==> config.mk <==
export PLATFORM = sky130hd
export DESIGN_NAME = if_fetch_unit
export DESIGN_NICKNAME = d
export VERILOG_FILES = /design/src/rtl/if_fetch_unit.sv
export SDC_FILE = /design/constraint.sdc
export NUM_CORES = 1
export LEC_CHECK = 0
export ABC_AREA = 0
export BUFFER_PORTS_ARGS = -buffer_cell sky130_fd_sc_hd__clkbuf_2
export CORE_UTILIZATION = 45
export DETAILED_ROUTE_END_ITERATION = 7
export MAX_ROUTING_LAYER = met4
export PLACE_DENSITY = 0.77
export SLEW_MARGIN = 25
export SYNTH_ARGS = -nofsm -noshare
export SYNTH_HDL_FRONTEND = slang
export SYNTH_SLANG_ARGS = --single-unit
==> constraint.sdc <==
create_clock -name clk -period 4.45 [get_ports clk]
set_input_delay 0.89 -clock clk [delete_from_list [all_inputs] [get_ports clk]]
set_output_delay 0.89 -clock clk [all_outputs]
set_load 0.02 [all_outputs]
==> src/rtl/if_fetch_unit.sv <==
// Instruction-fetch front end: PC generation, 1-cycle synchronous IMEM read,
// and delivery to ID with a one-entry skid buffer plus redirect/squash.
module if_fetch_unit #(
    parameter logic [31:0] RESET_PC  = 32'h0000_0000,
    parameter logic [31:0] NOP_INSTR = 32'h0000_0000
) (
    input  logic        clk,
    input  logic        rst,
    output logic [31:0] imem_addr,
    input  logic [31:0] imem_data,
    input  logic        stall,
    input  logic        redirect_valid,
    input  logic [31:0] redirect_pc,
    output logic        if_valid,
    output logic [31:0] if_instr,
    output logic [31:0] if_pc,
    output logic [31:0] if_pc_plus4
);

    // PCs are kept as word addresses internally; byte bits [1:0] are always zero.
    logic [29:0] fetch_wa_q, fetch_wa_d;
    logic        f_vld_q, f_vld_d;
    logic [29:0] f_wa_q, f_wa_d;
    logic        s_vld_q, s_vld_d;
    logic [29:0] s_wa_q, s_wa_d;
    logic [31:0] s_instr_q, s_instr_d;
    logic        o_vld_q, o_vld_d;
    logic [31:0] o_pc_q, o_pc_d;
    logic [31:0] o_pc4_q, o_pc4_d;
    logic [31:0] o_instr_q, o_instr_d;

    logic advance;
    logic issue;
    logic unused_lsbs;

    assign advance     = !stall || !o_vld_q;
    assign issue       = !redirect_valid && advance;
    assign unused_lsbs = ^redirect_pc[1:0];

    assign imem_addr   = {2'b00, fetch_wa_q};
    assign if_valid    = o_vld_q;
    assign if_instr    = o_instr_q;
    assign if_pc       = o_pc_q;
    assign if_pc_plus4 = o_pc4_q;

    always_comb begin
        fetch_wa_d = fetch_wa_q;
        f_vld_d    = 1'b0;
        f_wa_d     = f_wa_q;
        s_vld_d    = s_vld_q;
        s_wa_d     = s_wa_q;
        s_instr_d  = s_instr_q;
        o_vld_d    = o_vld_q;
        o_pc_d     = o_pc_q;
        o_pc4_d    = o_pc4_q;
        o_instr_d  = o_instr_q;

        if (redirect_valid) begin
            // Squash everything younger than the branch; the word returning next cycle is dropped.
            fetch_wa_d = redirect_pc[31:2];
            s_vld_d    = 1'b0;
            o_vld_d    = 1'b0;
            o_instr_d  = NOP_INSTR;
        end else begin
            if (issue) begin
                f_vld_d    = 1'b1;
                f_wa_d     = fetch_wa_q;
                fetch_wa_d = fetch_wa_q + 30'd1;
            end

            if (advance) begin
                if (s_vld_q) begin
                    o_vld_d   = 1'b1;
                    o_pc_d    = {s_wa_q, 2'b00};
                    o_pc4_d   = {s_wa_q, 2'b00} + 32'd4;
                    o_instr_d = s_instr_q;
                    s_vld_d   = 1'b0;
                end else if (f_vld_q) begin
                    o_vld_d   = 1'b1;
                    o_pc_d    = {f_wa_q, 2'b00};
                    o_pc4_d   = {f_wa_q, 2'b00} + 32'd4;
                    o_instr_d = imem_data;
                end else begin
                    o_vld_d   = 1'b0;
                    o_instr_d = NOP_INSTR;
                end
            end else if (f_vld_q) begin
                // Output is held, so the returning word parks in the skid entry.
                s_vld_d   = 1'b1;
                s_wa_d    = f_wa_q;
                s_instr_d = imem_data;
            end
        end
    end

    always_ff @(posedge clk) begin
        if (rst) begin
            fetch_wa_q <= RESET_PC[31:2];
            f_vld_q    <= 1'b0;
            s_vld_q    <= 1'b0;
            o_vld_q    <= 1'b0;
            o_instr_q  <= NOP_INSTR;
            o_pc_q     <= 32'd0;
            o_pc4_q    <= 32'd0;
        end else begin
            fetch_wa_q <= fetch_wa_d;
            f_vld_q    <= f_vld_d;
            s_vld_q    <= s_vld_d;
            o_vld_q    <= o_vld_d;
            o_instr_q  <= o_instr_d;
            o_pc_q     <= o_pc_d;
            o_pc4_q    <= o_pc4_d;
        end
    end

    always_ff @(posedge clk) begin
        f_wa_q    <= f_wa_d;
        s_wa_q    <= s_wa_d;
        s_instr_q <= s_instr_d;
    end

endmodule

Word level (Yosys, flattened, before mapping)
Index checks and enable logic that the tools add are counted.
Storage, ports and cells
  output and inout bits: 129
  memory bits (read-only): 0
  memory bits (writable): 0
  input bits: 68
  word-level logic and storage cells: 38
  memories kept: 0
  flip-flop bits (word level): 221
  bits in latches: 0
Cells by class
  shift operators: 0
  reductions and logical operators: 12
  equal/unequal tests: 0
  divide/modulo/power cells: 0
  magnitude comparators: 0
  bitwise gates (word level): 2
  $add $sub $neg: 3
  mux-type cells: 11
  multiply operators: 0
Operator list (number)
  $mux 32: 6
  $add 32x3->32 const B: 2
  $mux 30: 2
  $add 30x1->30 const B: 1
  $reduce_and 3->1: 2
  $reduce_bool 2->1: 2
  $logic_not 1->1: 3
  $mux 1: 3
  $reduce_or 3->1: 1
  $not 1->1: 2
  $reduce_and 2->1: 1
  $reduce_or 2->1: 1
  $logic_and 1x1->1: 1
  $logic_or 1x1->1: 1

Logic depth before layout (Yosys ltp)
  depth after elaboration: 5
  mapped depth: 12

Least setup slack after synthesis
OpenSTA, ideal clock, no wires.
  path kind: input-to-reg
  from: in stall
  to: reg o_pc4_q[26] (netlist: if_pc_plus4[26])
  cell stages on the path: 6
  library setup time: 62 ps
  required time: 4388 ps
  path slack: 755 ps
  arrival time: 3633 ps
  cell sequence: a21oi_1 > o21ai_1 > clkbuf_1 > nor3_1 > nand3_1 > nand3_1
Between the ends
  longest elaborated chain between the ends: 3
Ends and longest elaborated chain
  start, declared: RTL line 11  | input logic stall,
  $logic_not 1->1: RTL line 36  | assign advance = !stall || !o_vld_q;
  $logic_or 1x1->1: RTL line 36
  $reduce_and 3->1 (no source line)
  end signal, assigned: RTL line 112  | o_pc4_q <= o_pc4_d;
  end, declared: RTL line 29  | logic [31:0] o_pc4_q, o_pc4_d;
Every way passes these cells.
A chain may end at the register's enable or synchronous reset.

Final worst setup path
  from: reg s_vld_q
  to: reg o_pc_q[15] (netlist: if_pc[15])
Between the ends
  longest elaborated chain between the ends: 2
Ends and longest elaborated chain
  start, declared: RTL line 24  | logic s_vld_q, s_vld_d;
  start signal, assigned: RTL line 108  | s_vld_q <= s_vld_d;
  $reduce_bool 2->1 (no source line)
  $reduce_and 3->1 (no source line)
  end signal, assigned: RTL line 111  | o_pc_q <= o_pc_d;
  end, declared: RTL line 28  | logic [31:0] o_pc_q, o_pc_d;
Parallel ways exist; a longest one is shown, timed or not.

==> flow_metrics.py <==
metrics = {
    "die": {
        "row_count": 51,
        "die_area_um2": 20750,
        "start_util_pct": 46.34,
        "ioPinCount": 197,
        "die_h_um": 144.0,
        "dieWidth_um": 144.0,
        "core_um2": 19590,
    },
    "timing": {
        "worst_pin_slew_ns": 0.8072,
        "grt_setup_unrepaired": "false",
        "fmax_mhz": 333.0,
        "drv_slew": 0,
        "tns_ns": 0,
        "fin_skew_ns": 0.01419,
        "fin_crit_ns": 3.003,
        "hold_viol": 0,
        "post-route-period-util_pct": 67.49,
        "finalSetupViolCount": 0,
        "max_slew_margin_pct": 46.19,
        "timing.hold.ws_ns": 0.4538,
    },
    "finish": {
        "diodes": 0,
        "final_area_um2": 11010,
        "syn_to_final_growth_pct": 21.22,
        "finalNetCount": 1089,
        "layout.area.seq_um2": 5269,
        "instances_no_fill": 1300,
        "n_fill_cell": 1693,
        "final_layout_size_suffix_gt1_share_pct": 25.02,
        "multiInputGateArea_um2": 3532,
    },
    "logic_synthesis": {
        "synth-main-ff-cell": "dfxtp_1",
        "ys_ff_latch": 217,
        "synth_cell_type_count": 63,
        "synthCells": 848,
        "avgSynthCellArea_um2": 10.71,
        "ys_seq_area_share_pct": 57.99,
        "synth_edf_count": 92,
        "async_flop_share_pct": 0,
        "yosys_warnings": 0,
        "syn-cell-area_um2": 9079,
    },
    "setup_path": {
        "crit_slowest_cell": "dfxtp_4",
        "cp_cell_sequence": "buf_4 > nor2_1 > nor3_2 > buf_4 > nor2_1 > a211oi_1",
        "critPathKind": "register to register",
        "worstPathArrival_ns": 3.39,
        "critPathMaxFanout": 57,
        "worst_setup_path_end_kind": "register",
        "critPathLaunchType": "register",
        "slowest_delay_ns": 0.75,
        "rrSetupSlack_ns": 1.45,
        "critPathRequiredTime_ns": 4.84,
    },
    "cts": {
        "cts_resized": 0,
        "path_clk_slew_ns": 0.06,
        "clock-sinks": 217,
        "post_cts_buffers": 0,
        "cts_buffers": 23,
        "cts.path.max_buffers": 3,
        "ctsRootBufferMaster": "clkbuf_16",
        "ctsHtreeMaxLevel": 1,
        "ctsHoldBuffers": 0,
        "clock_latency_ns": 0.50,
        "cts_tree": "built",
    },
    "global_routing": {
        "overflow": 0,
        "antenna_found_initial": 0,
        "grt_pass1_wl_um": 34290,
        "grt_usage_pct": 21.50,
        "grt_max_degree": 73,
        "grt_pass1_vias": 6571,
    },
    "detailed_routing": {
        "drc": 0,
        "via_count": 7303,
        "wire_per_inst_um": 16.97,
        "final_antenna_net_count": 0,
        "totalWireLength_um": 22060,
        "first_pass_iters": 6,
        "dr.first_iter.drc_count": 487,
        "via_per_inst": 5.618,
    },
    "placement": {
        "place_congestion": 0.8418,
        "postPlaceCellArea_um2": 10240,
        "numPortBuffers": 188,
        "dp_cells": 1259,
        "dp_hpwl_um": 15170,
    },
    "pwr": {
        "ir_drop_mv": 0.2869,
        "cellLeakagePower_nw": 4.218,
        "cellPowerDensity_nw_per_um2": 412.0,
        "power_mw": 4.534,
    },
    "worst_hold_path": {
        "hold_class": "register to register",
    },
    "flow_run": {
        "drv_cap": 0,
    },
    "status": {
        "status": "finished, final reports clean",
    },
}
==> layout by cell type, fill, tap and decap left out, drive strengths merged, types with 6 or more instances in the layout <==
cell | synthesis | routed
a21oi | 25 | 25
nand4 | 23 | 23
inv | 8 | 11
o21ai | 19 | 19
and4 | 6 | 6
nand3b | 8 | 8
clkbuf | 40 | 218
and3 | 9 | 9
nor3 | 53 | 53
xor2 | 9 | 9
conb | 1 | 6
a211oi | 38 | 38
dfxtp | 125 | 125
mux2i | 29 | 29
nor2 | 99 | 99
mux2 | 6 | 6
xnor2 | 20 | 20
nand2 | 60 | 60
edfxtp | 92 | 92
nand3 | 41 | 41
buf | 23 | 16
a221oi | 33 | 33
==> cell type report <==
cell class	count	area share (%)
tap	265	3.013
clock inverter	11	1.228
timing repair buffer	204	9.754
sequential	217	47.87
clock buffer	30	5.764
multi-input combinational	565	32.09
inverter	8	0.2729
==> worst max-delay path, delay by kind of cell, from the launching register on <==
family / cells / cell delay, ns
AO/OA/AOI/OAI: 1 / 0.26
buffers and inverters: 2 / 1.02
AND/OR/NAND/NOR: 3 / 0.84
flip-flops: 1 / 0.75
==> where the power goes <==
| group | switching [mW] | total [mW] | internal [mW] |
|---|---|---|---|
| Combinational | 0.239 | 0.371 | 0.132 |
| Sequential | 0.0707 | 2.22 | 2.15 |
| Clock | 0.760 | 1.94 | 1.18 |
==> flip-flops by register name, summed over array words and instances, names as in the netlist <==
register / flops
s_instr_q: 32
f_vld_q: 1
fetch_wa_q: 30
if_pc_plus4: 30
f_wa_q: 30
s_vld_q: 1
if_pc: 30
if_valid: 1
if_instr: 32
s_wa_q: 30
==> synth_stat cells, types with 3 or more instances <==
library cell | n | area share (%)
buf_2 | 8 | 0.44
o22ai_1 | 3 | 0.21
and3_1 | 9 | 0.62
o21ai_0 | 18 | 0.99
mux2i_1 | 29 | 3.2
and2_1 | 5 | 0.34
xnor2_1 | 20 | 1.9
a221oi_1 | 32 | 3.1
a211oi_1 | 38 | 3.1
a311oi_1 | 3 | 0.29
a21oi_1 | 25 | 1.4
inv_1 | 8 | 0.33
or4_1 | 5 | 0.41
buf_1 | 6 | 0.25
a211o_1 | 3 | 0.29
clkbuf_1 | 40 | 1.7
nor2_1 | 99 | 4.1
o211a_1 | 4 | 0.44
xor2_1 | 9 | 0.87
and4_1 | 6 | 0.58
a22oi_1 | 3 | 0.25
edfxtp_1 | 92 | 30
dfxtp_1 | 125 | 28
nor3b_1 | 4 | 0.33
nor4_1 | 5 | 0.34
a32o_1 | 3 | 0.33
buf_4 | 7 | 0.58
o31ai_1 | 5 | 0.41
nor3_1 | 52 | 2.9
nand3_1 | 41 | 2.3
nor2b_1 | 4 | 0.28
nand2_1 | 60 | 2.5
nand4_1 | 22 | 1.5
mux2_2 | 6 | 0.74
nand3b_1 | 7 | 0.58
o311ai_0 | 5 | 0.48
==> metal layers <==
| metal | share of wire (%) | track usage (%) |
|---|---|---|
| met1 | 47 | 29.74 |
| met4 | 2.4 | 7.503 |
| met2 | 45 | 31.68 |
| met3 | 6.2 | 3.775 |
| met5 | 0 | - |
==> stage by stage <==
step,util (%),setup slack [ns]
final,56.18,1.447
after global routing,56.18,1.232
after CTS,56.18,1.448
after detailed placement,52.25,1.461
after global placement,52.23,1.534
after floorplan,-,0.7547
==> logic make-up (layout without fill, tap and decap cells) <==
kind of cell,Yosys count,in the layout,synth area share [%]
buffers and inverters,71,253,3.542
AOI/OAI and AO/OA,161,161,13.16
muxes,35,35,3.942
xor gates and xnor gates,29,29,2.798
adders and majority gates,2,2,0.2756
and+or+nand+nor,332,332,18.25
DFF,217,217,57.99
other,1,6,0.04131
==> final timing paths <==
| kind | to | from | cells after the start |
|---|---|---|---|
| min | if_pc_plus4[4] | if_pc_plus4[4] | 2 |
| max reg2reg | if_pc[15] | s_vld_q | 6 |
| max | if_pc[15] | s_vld_q | 6 |
| min reg2reg | if_pc_plus4[4] | if_pc_plus4[4] | 2 |
Power figures use the tool's default switching activity.
